File: src/rtl/uart_rx_parity_if.sv
// Serial-line and received-frame signals between a UART line/tick source and the parity receiver.
interface uart_rx_parity_if;
  logic       rx;
  logic       s_tick;
  logic [7:0] dout;
  logic       rx_done_tick;
  logic       parity_err;
  logic       frame_err;

  modport master (
    output rx, s_tick,
    input  dout, rx_done_tick, parity_err, frame_err
  );

  modport slave (
    input  rx, s_tick,
    output dout, rx_done_tick, parity_err, frame_err
  );
endinterface

File: src/rtl/uart_rx_parity.sv
// UART receiver with parity check, 16x oversampled; 2-clk rx sync, result strobed SB_TICK-1 ticks into the stop bit.
// No backpressure: dout and the error flags hold until the next completed frame, so the consumer samples on rx_done_tick.
module uart_rx_parity #(
  parameter int DBIT    = 8,
  parameter int SB_TICK = 16,
  parameter bit PAR_ODD = 1'b0
) (
  input  logic clk,
  input  logic reset,
  uart_rx_parity_if.slave bus
);

  typedef enum logic [2:0] {IDLE, START, DATA, PARITY, STOP} state_t;

  localparam logic [4:0] S_MID  = 5'd7;
  localparam logic [4:0] S_BIT  = 5'd15;
  localparam logic [4:0] S_STOP = 5'(SB_TICK - 1);
  localparam logic [2:0] N_LAST = 3'(DBIT - 1);

  state_t            state;
  logic [4:0]        s_reg;
  logic [2:0]        n_reg;
  logic [DBIT-1:0]   b_reg;
  logic [DBIT-1:0]   b_next;
  logic [7:0]        b_ext;
  logic              acc;
  logic              perr;
  logic              rx_q;
  logic              rx_s;

  // Right shift with the new bit entering at the MSB, so LSB-first data lands right-aligned.
  always_comb begin
    b_next         = b_reg >> 1;
    b_next[DBIT-1] = rx_s;
  end

  always_comb begin
    b_ext           = '0;
    b_ext[DBIT-1:0] = b_reg;
  end

  always_ff @(posedge clk) begin
    if (reset) begin
      rx_q             <= 1'b1;
      rx_s             <= 1'b1;
      state            <= IDLE;
      s_reg            <= '0;
      n_reg            <= '0;
      b_reg            <= '0;
      acc              <= 1'b0;
      perr             <= 1'b0;
      bus.dout         <= '0;
      bus.rx_done_tick <= 1'b0;
      bus.parity_err   <= 1'b0;
      bus.frame_err    <= 1'b0;
    end else begin
      rx_q             <= bus.rx;
      rx_s             <= rx_q;
      bus.rx_done_tick <= 1'b0;

      case (state)
        IDLE: begin
          if (!rx_s) begin
            state <= START;
            s_reg <= '0;
            acc   <= 1'b0;
          end
        end

        START: begin
          if (bus.s_tick) begin
            if (s_reg == S_MID) begin
              s_reg <= '0;
              // A line that is high again at mid start bit was a glitch.
              if (!rx_s) begin
                state <= DATA;
                n_reg <= '0;
              end else begin
                state <= IDLE;
              end
            end else begin
              s_reg <= s_reg + 5'd1;
            end
          end
        end

        DATA: begin
          if (bus.s_tick) begin
            if (s_reg == S_BIT) begin
              b_reg <= b_next;
              acc   <= acc ^ rx_s;
              s_reg <= '0;
              if (n_reg == N_LAST) begin
                state <= PARITY;
              end else begin
                n_reg <= n_reg + 3'd1;
              end
            end else begin
              s_reg <= s_reg + 5'd1;
            end
          end
        end

        PARITY: begin
          if (bus.s_tick) begin
            if (s_reg == S_BIT) begin
              perr  <= rx_s ^ acc ^ PAR_ODD;
              s_reg <= '0;
              state <= STOP;
            end else begin
              s_reg <= s_reg + 5'd1;
            end
          end
        end

        STOP: begin
          if (bus.s_tick) begin
            if (s_reg == S_STOP) begin
              bus.dout         <= b_ext;
              bus.parity_err   <= perr;
              bus.frame_err    <= ~rx_s;
              bus.rx_done_tick <= 1'b1;
              state            <= IDLE;
            end else begin
              s_reg <= s_reg + 5'd1;
            end
          end
        end

        default: state <= IDLE;
      endcase
    end
  end

endmodule

File: src/flat_wrapper.sv
// flat-port wrapper written by rule: the top's interface ports become plain ports
module uart_rx_parity_flat 
#(
  parameter int DBIT    = 8,
  parameter int SB_TICK = 16,
  parameter bit PAR_ODD = 1'b0
)
  (clk, reset, bus_rx, bus_s_tick, bus_dout, bus_rx_done_tick, bus_parity_err, bus_frame_err);
  uart_rx_parity_if bus_i ();
  input  logic clk;
  input  logic reset;
  input wire logic [$bits(bus_i.rx)-1:0] bus_rx;
  input wire logic [$bits(bus_i.s_tick)-1:0] bus_s_tick;
  output wire logic [$bits(bus_i.dout)-1:0] bus_dout;
  output wire logic [$bits(bus_i.rx_done_tick)-1:0] bus_rx_done_tick;
  output wire logic [$bits(bus_i.parity_err)-1:0] bus_parity_err;
  output wire logic [$bits(bus_i.frame_err)-1:0] bus_frame_err;
  assign bus_i.rx = bus_rx;
  assign bus_i.s_tick = bus_s_tick;
  assign bus_dout = bus_i.dout;
  assign bus_rx_done_tick = bus_i.rx_done_tick;
  assign bus_parity_err = bus_i.parity_err;
  assign bus_frame_err = bus_i.frame_err;
  uart_rx_parity #(.DBIT(DBIT), .SB_TICK(SB_TICK), .PAR_ODD(PAR_ODD)) u_core (.clk(clk), .reset(reset), .bus(bus_i));
endmodule
File: config.mk
export PLATFORM = sky130hd
export DESIGN_NAME = uart_rx_parity_flat
export DESIGN_NICKNAME = d
export VERILOG_FILES = /design/src/rtl/uart_rx_parity_if.sv /design/src/rtl/uart_rx_parity.sv /design/src/flat_wrapper.sv
export SDC_FILE = /design/constraint.sdc
export NUM_CORES = 1
export LEC_CHECK = 0
export ABC_AREA = 1
export BUFFER_PORTS_ARGS = -buffer_cell sky130_fd_sc_hd__buf_2
export CELL_PAD_IN_SITES_DETAIL_PLACEMENT = 2
export CELL_PAD_IN_SITES_GLOBAL_PLACEMENT = 2
export CORE_ASPECT_RATIO = 1.25
export CORE_MARGIN = 5
export CORE_UTILIZATION = 33
export CTS_CLUSTER_SIZE = 40
export DETAILED_ROUTE_END_ITERATION = 6
export GPL_ROUTABILITY_DRIVEN = 1
export GPL_TIMING_DRIVEN = 0
export HOLD_SLACK_MARGIN = 0.1
export MAX_ROUTING_LAYER = met4
export PLACE_DENSITY = 0.81
export SETUP_SLACK_MARGIN = 0.2
export SYNTH_ARGS = -nofsm -noshare
export SYNTH_HDL_FRONTEND = slang
export SYNTH_SLANG_ARGS = --single-unit
File: constraint.sdc
create_clock -name clk -period 2 [get_ports clk]
set_clock_uncertainty 0.15 [all_clocks]
set_input_delay 0 -clock clk [delete_from_list [all_inputs] [get_ports clk]]
set_output_delay 0 -clock clk [all_outputs]
set_load 0.02 [all_outputs]
**After elaboration in Yosys (flattened, before gate mapping)**

Cells that the tools add are included.

- Output and inout bits: 11
- Logic and storage cells: 84
- Flip-flop bits (word level): 34

- Reductions and logical operators: 13
- Bitwise gates (word level): 4
- $add $sub $neg: 2
- Mux-type cells: 32
- Equal/unequal tests: 21

Operators by type and width:

| operator | count |
|---|---|
| $mux 3 | 16 |
| $mux 5 | 7 |
| $pmux 5 s4 | 1 |
| $ne 2x2->1 const B | 8 |
| $pmux 3 s5 | 1 |
| $ne 2x1->1 const B | 6 |
| $reduce_and 10->1 | 1 |
| $reduce_and 3->1 | 3 |
| $reduce_and 7->1 | 1 |
| $eq 3x2->1 const B | 2 |
| $eq 3x3->1 const B | 2 |
| $pmux 3 s2 | 1 |
| $reduce_and 6->1 | 1 |
| $add 5x1->5 const B | 1 |
| $eq 5x3->1 const B | 1 |
| $eq 5x4->1 const B | 1 |
| $mux 1 | 4 |
| $reduce_and 4->1 | 1 |
| $reduce_bool 2->1 | 2 |
| $reduce_bool 4->1 | 1 |
| $add 3x1->3 const B | 1 |
| $eq 3x1->1 const B | 1 |
| $logic_not 3->1 | 1 |
| $not 1->1 | 3 |
| 5 further kinds | 5 |

**Depth between registers and ports, before layout**

Gate-level depths: netlist of run 1.

- Depth in word-level cells: 5
- Gate-level depth with buffers: 13
- Depth with buffers taken out: 13

**Worst setup path after synthesis of run 1**

No wires, ideal clock.

- Kind: flip-flop to flip-flop
- Start point: register u_core.s_reg[0]
- End point: register u_core.b_reg[7] (netlist: u_core.b_ext[7])
- Buffers on the path: 2
- Clock period less this slack: 1.855 ns
- Cell stages (with the launch flop): 11
- Arrival time: 1.634 ns
- Path slack: 0.145 ns
- Required time: 1.779 ns
- Library setup time: 0.071 ns
- Cell sequence: dfxtp_1 > ha_1 > nand2_1 > nor2_1 > ha_1 > nand2_1 > inv_1 > buf_4 > buf_2 > nand3_1 > a21oi_1

- Word-level cells in the longest chain between the ends: 2

Ends and longest elaborated chain:

| element | RTL line | RTL |
|---|---|---|
| start, declared | uart_rx_parity.sv:21 | `logic [4:0] s_reg;` |
| start signal, assigned | uart_rx_parity.sv:82 | `s_reg <= s_reg + 5'd1;` |
| start signal, assigned | uart_rx_parity.sv:99 | `s_reg <= s_reg + 5'd1;` |
| start signal, assigned | uart_rx_parity.sv:111 | `s_reg <= s_reg + 5'd1;` |
| $eq 5x4->1 | uart_rx_parity.sv:89 | `if (s_reg == S_BIT) begin` |
| $reduce_and 3->1 (no line) | -- |  |
| end signal, assigned | uart_rx_parity.sv:90 | `b_reg <= b_next;` |
| end, declared | uart_rx_parity.sv:23 | `logic [DBIT-1:0] b_reg;` |

Every way passes these cells.
A chain may end at the register's enable or synchronous reset.

**Final worst setup path of run 1**

- Start point: register u_core.s_reg[0]
- End point: register u_core.b_reg[5] (netlist: u_core.b_ext[5])

The elaborated chain is that of the path after synthesis.

==> metrics.cfg, run 1 <==
[status]
outcome = finished clean

[final_layout]
final_common_cell = nand2_1
finalNonFillerCells = 335
final_cell_mix = 46 x nand2_1, 32 x dfxtp_1, 29 x nand3_1, 17 x a21oi_1, 16 x nor2_1
register_area_sq_um = 686
drive_gt1_share_pct = 37.0
n_antenna_cell = 0
multi_input_area_sq_mm = 0.00112
fill_cells = 576
area_growth_pct = 36.0
fin_nets = 282

[global_route]
grt_pass1_vias = 1918
track_usage_pct = 18.1
grt_max_degree = 11
antenna_found_initial = 0
grt.overflow.total = 0
grt_pass1_wl_mm = 9.14

[synth]
synth.ff_latch_count = 34
synthesis.nets = 248
syn_area_sq_mm = 0.00174
syn_avg_cell_area_sq_um = 7.27
ys_types = 26
ys_seq_area_share_pct = 39.2
synth_cells = 239
ys.warnings.count = 0

[floorplan]
io_pins = 15
fp.dieW_um = 74.9
die_area_sq_mm = 0.00683
start_util_pct = 34.2
die_h_um = 91.1
fp-row-count = 29
fp.coreArea_sq_mm = 0.00508

[routing]
drtIter0Drc = 32
wl_mm = 6.03
wire_per_inst_um = 18.0
ant_nets = 0
vias_per_cell = 5.13
dr.pass1.iters = 4
drc = 0
num_vias = 1718

[pwr]
p_leak_uw = 0.000971
power_density_mw_per_mm2 = 1050
total_power_uw = 2490
max-vdd-ir-drop_v = 0.000411

[sta]
slew_violations = 0
worst_slew_pin_slew_ns = 0.679
period_share_pct = 93.3
setup_viol = 0
finalHoldViolCount = 0
rsz0062_at_grt = yes
fin_crit_ns = 1.87
max_freq_mhz = 536
slew-limit-headroom_pct = 54.7
holdWs_ns = 0.272

[run]
maxCapViolCount = 0

[worst_hold_path]
hold_depth = 1
worstHoldStart = u_core.rx_q
hold_class = flop to flop
worst_hold_path.endpoint = u_core.rx_s

[placement]
io_buffers = 14
gp_congestion = 0.809
dp_cells = 315
hpwl_mm = 3.78

[worst_setup_path]
worstReg2RegEnd = u_core.b_ext[5]
cp-end-kind = flop
slowest_stage = dfxtp_4
crit_type = flop to flop
arrival_ns = 1.86
r2r_slack_ns = 0.13
startpoint_type = flop
crit_required_ns = 1.99
reg2reg_from = u_core.s_reg[0]
reg2reg_depth = 11
cpPeakStageDelay_ns = 0.36
worstPathMaxFanout = 7
critical_path.cell_chain = ha_4, nand2_4, nor2_4, ha_4, nand2_4, inv_4, buf_8, nand2_8, buf_12, nand2_1, a21oi_1

[cts]
cts-root-buf = clkbuf_8
cts.sinks = 34
htree_levels = 2
clk_latency_ns = 0.29
cts_buffer_depth = 2
cts_buffers = 5
tritoncts = built
clk_pin_slew_ns = 0.08

## Yosys cell counts (all sizes together)
master	count	area (sq um)
nand2	69	287
nand3	37	200
dfxtp	34	681
a21oi	26	138
nor2	25	146
inv	21	78.8
o21ai	7	42.5
buf	6	50.0
ha	5	62.6
clkbuf	3	11.3
or2	2	12.5
xor2	2	17.5
nand4	1	6.26
nor3	1	5.00
## power by group
group,switching (uW),total [uW],internal [uW]
clock,264,663,399
sequential,57.3,784,727
combinational,690,1040,349
## routing by layer
metal,routed length (um),track usage (%)
met1,2370,20.0
met2,3460,31.8
met3,121,3.09
met5,0,-
met4,80,5.93
## cell type report
cell class	count	share of cell area [%]
multi-input combinational	175	47.4
sequential	34	29.0
timing repair buffer	27	8.47
inverter	21	3.55
clock buffer	6	3.49
buffer	9	3.49
tap	62	3.28
clock inverter	1	1.27
## timing repair
action / 4_1_cts / 5_1_grt
resized for setup: 26 / 31
cloned: 0 / 0
buffers inserted: 7 / 3
hold buffers: 3 / 0
pin swaps: 12 / 23
hold endpoints to repair: 7 / 0
endpoints found under the setup margin: 32 / 29
## kinds of logic after synthesis
kind of cell,count (synthesis),share of synthesized area [%]
xor+xnor,2,1.01
compound gates,33,10.4
buf+inv,30,8.06
fa+ha+maj,5,3.60
simple gates,135,37.8
flops,34,39.2
## critical path: cells and delay by family (launching register included)
| kind | cells | cell delay (ns) |
|---|---|---|
| compound gates | 1 | 0.07 |
| flops | 1 | 0.36 |
| buf+inv | 3 | 0.36 |
| simple gates | 5 | 0.43 |
| fa+ha+maj | 2 | 0.35 |
## through the flow
stage	worst slack [ns]	instance area, sq um	util (%)	TNS [ns]
6_report	0.134	2360	46.5	0
5_1_grt	0.0314	2360	46.5	0
4_1_cts	0.200	2210	43.4	0
3_5_place_dp	-0.174	1900	37.4	-2.91
3_3_place_gp	-0.0625	1900	37.4	-0.902
2_1_floorplan	0.208	1750	-	0
## worst max path at each step
stage / start / end / slack (ns) / depth (start not counted)
floorplan: u_core.s_reg[0] / u_core.b_ext[7] / 0.21 / 10
global placement: u_core.s_reg[0] / u_core.bus.dout[0] / -0.06 / 10
detailed placement: u_core.s_reg[0] / u_core.perr / -0.17 / 9
CTS: u_core.s_reg[1] / u_core.state[0] / 0.20 / 11
global route: u_core.s_reg[0] / u_core.state[1] / 0.03 / 12
finish: u_core.s_reg[0] / u_core.b_ext[5] / 0.13 / 11
No activity file was read; power rests on OpenSTA's default activity.
==> run 2, diff against run 1 <==
--- a/config.mk
+++ b/config.mk
@@ -5,21 +5,21 @@
 export SDC_FILE = /design/constraint.sdc
 export NUM_CORES = 1
 export LEC_CHECK = 0
-export ABC_AREA = 1
 export BUFFER_PORTS_ARGS = -buffer_cell sky130_fd_sc_hd__buf_2
 export CELL_PAD_IN_SITES_DETAIL_PLACEMENT = 2
 export CELL_PAD_IN_SITES_GLOBAL_PLACEMENT = 2
 export CORE_ASPECT_RATIO = 1.25
 export CORE_MARGIN = 5
-export CORE_UTILIZATION = 33
+export CORE_UTILIZATION = 35
 export CTS_CLUSTER_SIZE = 40
 export DETAILED_ROUTE_END_ITERATION = 6
 export GPL_ROUTABILITY_DRIVEN = 1
-export GPL_TIMING_DRIVEN = 0
+export GPL_TIMING_DRIVEN = 1
 export HOLD_SLACK_MARGIN = 0.1
 export MAX_ROUTING_LAYER = met4
-export PLACE_DENSITY = 0.81
+export PLACE_DENSITY = 0.82
 export SETUP_SLACK_MARGIN = 0.2
+export SKIP_LAST_GASP = 1
 export SYNTH_ARGS = -nofsm -noshare
 export SYNTH_HDL_FRONTEND = slang
 export SYNTH_SLANG_ARGS = --single-unit
==> metrics.cfg, run 2 <==
[status]
outcome = complete, but fails checks  ; was finished clean
violations = negative setup slack

[worst_setup_path]
arrival_ns = 2.09  ; was 1.86 ns
worstPathMaxFanout = 4  ; was 7
cpPeakStageDelay_ns = 0.35  ; was 0.36 ns
crit_type = flop to flop  ; unchanged
cp-end-kind = flop  ; unchanged
reg2reg_depth = 9  ; was 11
crit_required_ns = 1.99  ; about the same
critical_path.cell_chain = ha_4, nand3_4, inv_2, ha_4, buf_4, and3_4, a311oi_4, mux2i_1, nor3_1  ; was ha_4, nand2_4, nor2_4, ha_4, nand2_4, inv_4, buf_8, nand2_8, buf_12, nand2_1, a21oi_1
worst_path_most_repeated_cell = ha_4
startpoint_type = flop  ; unchanged
slowest_stage = dfxtp_4  ; unchanged

[synth]
synthesis.nets = 198  ; was 248
synthMuxAreaShare_pct = 3.80  ; was 0%
synthSimpleGateAreaFrac_pct = 26.9  ; was 37.8%
synthXorXnorAreaFrac_pct = 0.555  ; was 1.01%
async_reset_ff_share_pct = 0  ; unchanged
synth_cells = 189  ; was 239
synth_fa_ha_area_share_pct = 3.96  ; was 3.60%
synth_edf_count = 0  ; unchanged
ys.warnings.count = 0  ; unchanged
yosys.area.top_type = dfxtp_1  ; unchanged
ys.flop_type = dfxtp_1  ; unchanged
synth_top_family_by_area = simple AND/OR/NAND/NOR gates  ; unchanged
synthTopCellsByArea = dfxtp_1 43%, nand2_1 9.3%, a21oi_1 7.3%  ; was dfxtp_1 39%, nand2_1 13%, nand3_1 9.8%
ys_types = 41  ; was 26
syn_area_sq_mm = 0.00158  ; was 0.00174 sq mm
ys_seq_area_share_pct = 43.1  ; was 39.2%
synth_compound_area_share_pct = 16.6  ; was 10.4%
synth.most_common_cell = nand2_1  ; unchanged
yosysTopAreaCellShare_pct = 43.1  ; was 39.2%
syn_avg_cell_area_sq_um = 8.35  ; was 7.27 sq um
synth_commonest_cells = 39 x nand2_1, 34 x dfxtp_1, 23 x a21oi_1  ; was 62 x nand2_1, 34 x dfxtp_1, 34 x nand3_1
synth.ff_latch_count = 34  ; unchanged

[placement]
io_buffers = 14  ; unchanged
gp_congestion = 0.822  ; was 0.809
hpwl_mm = 3.32  ; was 3.78 mm
place_ws_ns = -0.0728  ; was -0.174 ns

[run]
maxCapViolCount = 0  ; unchanged

[pwr]
total_power_uw = 1300  ; was 2490 uW
power_density_mw_per_mm2 = 624  ; was 1050 mW/mm^2
max-vdd-ir-drop_v = 0.000364  ; was 0.000411 V
p_leak_uw = 0.000733  ; was 0.000971 uW

[floorplan]
io_pins = 15  ; unchanged
die_h_um = 85.1  ; was 91.1 um
fp.coreArea_sq_mm = 0.00439  ; was 0.00508 sq mm
start_util_pct = 36.0  ; was 34.2%
fp.dieW_um = 70.1  ; was 74.9 um
die_area_sq_mm = 0.00596  ; was 0.00683 sq mm
fp-row-count = 27  ; was 29

[sta]
timing.final.ws_setup_ns = -0.0966  ; was 0.134 ns
max_freq_mhz = 477  ; was 536 MHz
slew_violations = 0  ; unchanged
rsz0062_at_grt = yes  ; unchanged
period_share_pct = 105  ; was 93.3%
finalHoldViolCount = 0  ; unchanged
setup_viol = 7  ; was 0
worst_slew_pin_slew_ns = 0.709  ; was 0.679 ns
slew-limit-headroom_pct = 52.7  ; was 54.7%
fin_crit_ns = 2.10  ; was 1.87 ns
fin_tns_setup_ns = -0.336  ; was 0 ns

[cts]
clk_pin_slew_ns = 0.07  ; was 0.08 ns
htree_levels = 2  ; unchanged
cts-root-buf = clkbuf_8  ; unchanged
clk_latency_ns = 0.29  ; about the same
cts.sinks = 34  ; unchanged
cts_buffers = 5  ; unchanged
cts_buffer_depth = 2  ; unchanged
tritoncts = built  ; unchanged

[global_route]
grt_pass1_vias = 1710  ; was 1,918
track_usage_pct = 18.5  ; was 18.1%
grt.overflow.total = 0  ; unchanged
antenna_found_initial = 0  ; unchanged
grt_pass1_wl_mm = 8.36  ; was 9.14 mm
grt_max_degree = 38  ; was 11

[worst_hold_path]
hold_depth = 2  ; was 1
hold_class = input port to flop  ; was flop to flop

[routing]
num_vias = 1499  ; was 1,718
dr.pass1.iters = 4  ; unchanged
ant_nets = 0  ; unchanged
vias_per_cell = 5.35  ; was 5.13
wl_mm = 5.56  ; was 6.03 mm
drtIter0Drc = 55  ; was 32
drc = 0  ; unchanged
wire_per_inst_um = 19.9  ; was 18.0 um

[final_layout]
final_cell_mix = 36 x nand2_1, 31 x dfxtp_1, 19 x a21oi_1, 17 x buf_4, 14 x buf_2  ; was 46 x nand2_1, 32 x dfxtp_1, 29 x nand3_1, 17 x a21oi_1, 16 x nor2_1
area_growth_pct = 31.5  ; was 36.0%
drive_gt1_share_pct = 30.6  ; was 37.0%
final_common_cell = nand2_1  ; unchanged
fin_nets = 230  ; was 282
n_antenna_cell = 0  ; unchanged

## run 2: cell count changes in the layout (fill, tap and decap cells not counted), moves of 7 or more
| cell | before | now |
|---|---|---|
| nand3_1 | 29 | 1 |
| nand2_2 | 14 | 3 |
| nand2_1 | 46 | 36 |
| buf_4 | 9 | 17 |
| inv_1 | 15 | 7 |
| nand2_4 | 8 | 0 |
| nand2b_1 | 0 | 8 |
| a21oi_2 | 9 | 2 |
## run 2: worst max-delay path: cells and delay by family, from the launching register on
family	cells	cell delay, ns
multiplexers	1	0.24
AO/OA/AOI/OAI	1	0.34
buffers and inverters	2	0.19
flip-flops	1	0.35
adder cells (fa/ha/maj)	2	0.34
AND/OR/NAND/NOR	3	0.35
## run 2: metal layers
layer | wire, um | track usage [%] | up-vias
met1 | 2090 | 17.2 | 738
met5 | 0 | - | -
met4 | 171 | 9.58 | 0
li1 | - | - | 714
met3 | 156 | 3.67 | 18
met2 | 3150 | 35.2 | 29
## run 2: worst paths after layout
check | start | endpoint | slack (ns)
setup / recovery | u_core.s_reg[0] | u_core.state[0] | -0.1
hold / removal | reset | u_core.state[2] | 0.11
setup reg to reg | u_core.s_reg[0] | u_core.state[0] | -0.1
hold reg to reg | u_core.bus.dout[1] | u_core.bus.dout[1] | 0.31
## run 2: cell type report
cell class	instances	area (sq um)
fillers	495	2320
multi-input cells	137	955
flip-flops and latches	34	687
repair buffers	35	240
clock buffers	7	86.3
well taps	58	72.6
inverters	8	30.0
clock inverters	1	5.00
## run 2: logic make-up (layout without fill, tap and decap cells)
family,after synthesis,count (layout)
xor gates and xnor gates,1,1
AOI/OAI and AO/OA,42,42
and+or+nand+nor,83,83
DFF,34,34
adders and majority gates,5,5
buffers and inverters,18,51
muxes,6,6
## run 2: per-stage QoR
step                util [%]  area, sq um  std cells  hold slack, ns
finish                  47.3         2080        280           0.107
global route            47.3         2080        280           0.148
global placement        39.5         1740        256          0.0328
CTS                     45.4         1990        277           0.103
detailed placement      39.5         1740        256          0.0437
floorplan                  -         1610        189         -0.0462
## run 2: power breakdown
| group | internal (uW) | switching, uW |
|---|---|---|
| Clock | 278 | 253 |
| Sequential | 681 | 7.34 |
| Combinational | 27.7 | 49.0 |
## run 2: timing repair
action / in CTS / in global routing
pin swaps: 8 / 6
hold buffers: 2 / 0
resized for setup: 18 / 10
cloned: 1 / 0
setup buffers: 10 / 3
endpoints found under the hold margin: 4 / 0
setup endpoints to repair: 30 / 31
==> run 3, diff against run 2 <==
--- a/config.mk
+++ b/config.mk
@@ -18,6 +18,7 @@
 export HOLD_SLACK_MARGIN = 0.1
 export MAX_ROUTING_LAYER = met4
 export PLACE_DENSITY = 0.82
+export RECOVER_POWER = 25
 export SETUP_SLACK_MARGIN = 0.2
 export SKIP_LAST_GASP = 1
 export SYNTH_ARGS = -nofsm -noshare
==> metrics.cfg, run 3 (same netlist as run 2, synthesis figures left out) <==
[status]
outcome = complete, but fails checks  ; unchanged
violations = negative setup slack  ; unchanged

[sta]
slew_violations = 0  ; unchanged
timing.final.ws_setup_ns = -0.0964  ; was -0.0966 ns
fin_crit_ns = 2.10  ; about the same
period_share_pct = 105  ; about the same
fin_tns_setup_ns = -0.339  ; was -0.336 ns
worst_slew_pin_slew_ns = 0.711  ; was 0.709 ns
setup_viol = 7  ; unchanged
max_freq_mhz = 477  ; about the same
finalHoldViolCount = 0  ; unchanged
rsz0062_at_grt = yes  ; unchanged
slew-limit-headroom_pct = 52.6  ; was 52.7%

[worst_setup_path]
worstPathMaxFanout = 4  ; unchanged
crit_required_ns = 1.99  ; about the same
worst_path_most_repeated_cell = ha_4  ; unchanged
reg2reg_depth = 9  ; unchanged
startpoint_type = flop  ; unchanged
critical_path.cell_chain = ha_4, nand3_4, inv_2, ha_4, buf_4, and3_4, a311oi_4, mux2i_1, nor3_1  ; unchanged
arrival_ns = 2.09  ; about the same
cp-end-kind = flop  ; unchanged
worstReg2RegEnd = u_core.state[0]  ; unchanged
reg2reg_from = u_core.s_reg[0]  ; unchanged
crit_type = flop to flop  ; unchanged
slowest_stage = dfxtp_4  ; unchanged
cpPeakStageDelay_ns = 0.35  ; about the same
crit_end = u_core.state[0]  ; unchanged
critPathLaunch = u_core.s_reg[0]  ; unchanged
r2r_slack_ns = -0.1  ; about the same

[floorplan]
fp.dieW_um = 70.1  ; unchanged
fp-row-count = 27  ; unchanged
fp.coreArea_sq_mm = 0.00439  ; unchanged
die_area_sq_mm = 0.00596  ; unchanged
die_h_um = 85.1  ; unchanged
start_util_pct = 36.0  ; unchanged
io_pins = 15  ; unchanged

[cts]
cts_buffers = 5  ; unchanged
cts.sinks = 34  ; unchanged
htree_levels = 2  ; unchanged
cts_buffer_depth = 2  ; unchanged
clk_latency_ns = 0.29  ; about the same
clk_pin_slew_ns = 0.07  ; about the same
cts-root-buf = clkbuf_8  ; unchanged
tritoncts = built  ; unchanged

[final_layout]
final_cell_mix = 36 x nand2_1, 31 x dfxtp_1, 19 x a21oi_1, 17 x buf_4, 10 x nor2_1  ; was 36 x nand2_1, 31 x dfxtp_1, 19 x a21oi_1, 17 x buf_4, 14 x buf_2
drive_gt1_share_pct = 28.4  ; was 30.6%
fin_util_pct = 47.1  ; was 47.3%
final_common_cell = nand2_1  ; unchanged
fin_nets = 230  ; unchanged
n_antenna_cell = 0  ; unchanged
area_growth_pct = 31.1  ; was 31.5%
finalNonFillerCells = 280  ; unchanged

[global_route]
antenna_found_initial = 0  ; unchanged
track_usage_pct = 18.5  ; unchanged
grt_max_degree = 38  ; unchanged
grt_pass1_wl_mm = 8.36  ; unchanged
grt_pass1_vias = 1710  ; unchanged
grt.overflow.total = 0  ; unchanged

[routing]
num_vias = 1495  ; was 1,499
wl_mm = 5.57  ; was 5.56 mm
route.met2.wl_mm = 3.14  ; was 3.15 mm
met1Wirelength_mm = 2.10  ; was 2.09 mm
route.met3.wl_um = 158  ; was 156 um
vias_per_cell = 5.34  ; was 5.35
top_layer = met4  ; unchanged
wire_per_inst_um = 19.9  ; about the same
ant_nets = 0  ; unchanged
drtIter0Drc = 64  ; was 55
dr.pass1.iters = 4  ; unchanged
drc = 0  ; unchanged

[pwr]
max-vdd-ir-drop_v = 0.000364  ; about the same
power_density_mw_per_mm2 = 626  ; was 624 mW/mm^2
p_leak_uw = 0.000711  ; was 0.000733 uW

[placement]
io_buffers = 14  ; unchanged
gp_congestion = 0.822  ; unchanged
dp_cells = 256  ; unchanged
hpwl_mm = 3.32  ; unchanged

[run]
maxCapViolCount = 0  ; unchanged

[worst_hold_path]
hold_class = input port to flop  ; unchanged

## run 3: worst min path at each step
stage	from	endpoint	slack, ns	depth (start not counted)
after detailed placement	bus_rx	u_core.rx_q	0.04	2
after floorplan	bus_rx	u_core.rx_q	-0.05	1
after global routing	reset	u_core.state[2]	0.15	2
after CTS	reset	u_core.state[2]	0.10	2
after global placement	bus_rx	u_core.rx_q	0.03	2
final	reset	u_core.state[2]	0.11	2
## run 3: layout make-up
type                    count  area (sq um)
clock buffers               7          86.3
clock inverters             1          5.00
fillers                   496          2320
inverters                   8          30.0
multi-input cells         137           955
flip-flops and latches     34           687
well taps                  58          72.6
repair buffers             35           234
## run 3: critical path: cells and delay by family, from the launching register on
| family | cells | cell delay [ns] |
|---|---|---|
| simple gates | 3 | 0.35 |
| buf+inv | 2 | 0.19 |
| compound gates | 1 | 0.34 |
| fa+ha+maj | 2 | 0.34 |
| mux | 1 | 0.24 |
| flops | 1 | 0.35 |
## run 3: repair_timing
item,4_1_cts,5_1_grt
setup endpoints to repair,30,31
hold buffers,2,0
gates resized for setup,18,10
cloned,1,0
pin swaps,8,6
buffers inserted,10,3
endpoints found under the hold margin,4,0
## run 3: per-layer routing
layer,up-vias,GRT usage (%)
li1,713,-
met1,737,17.2
met2,27,35.2
met3,18,3.67
met4,0,9.58
met5,-,-
## run 3: stage by stage
step	worst slack, ns	hold WS (ns)	total power (uW)	cell area (sq um)
floorplan	0.0794	-0.0462	743	1610
CTS	0.0123	0.103	1290	1990
finish	-0.0964	0.107	1300	2070
global route	-0.167	0.148	1350	2070
global placement	0.0777	0.0328	756	1740
detailed placement	-0.0728	0.0437	762	1740
## run 3: report_power, final
group / total [uW] / internal (uW) / switching [uW]
combinational: 76.9 / 27.7 / 49.1
clock: 531 / 278 / 253
sequential: 688 / 681 / 7.30
total: 1300 / 986 / 310
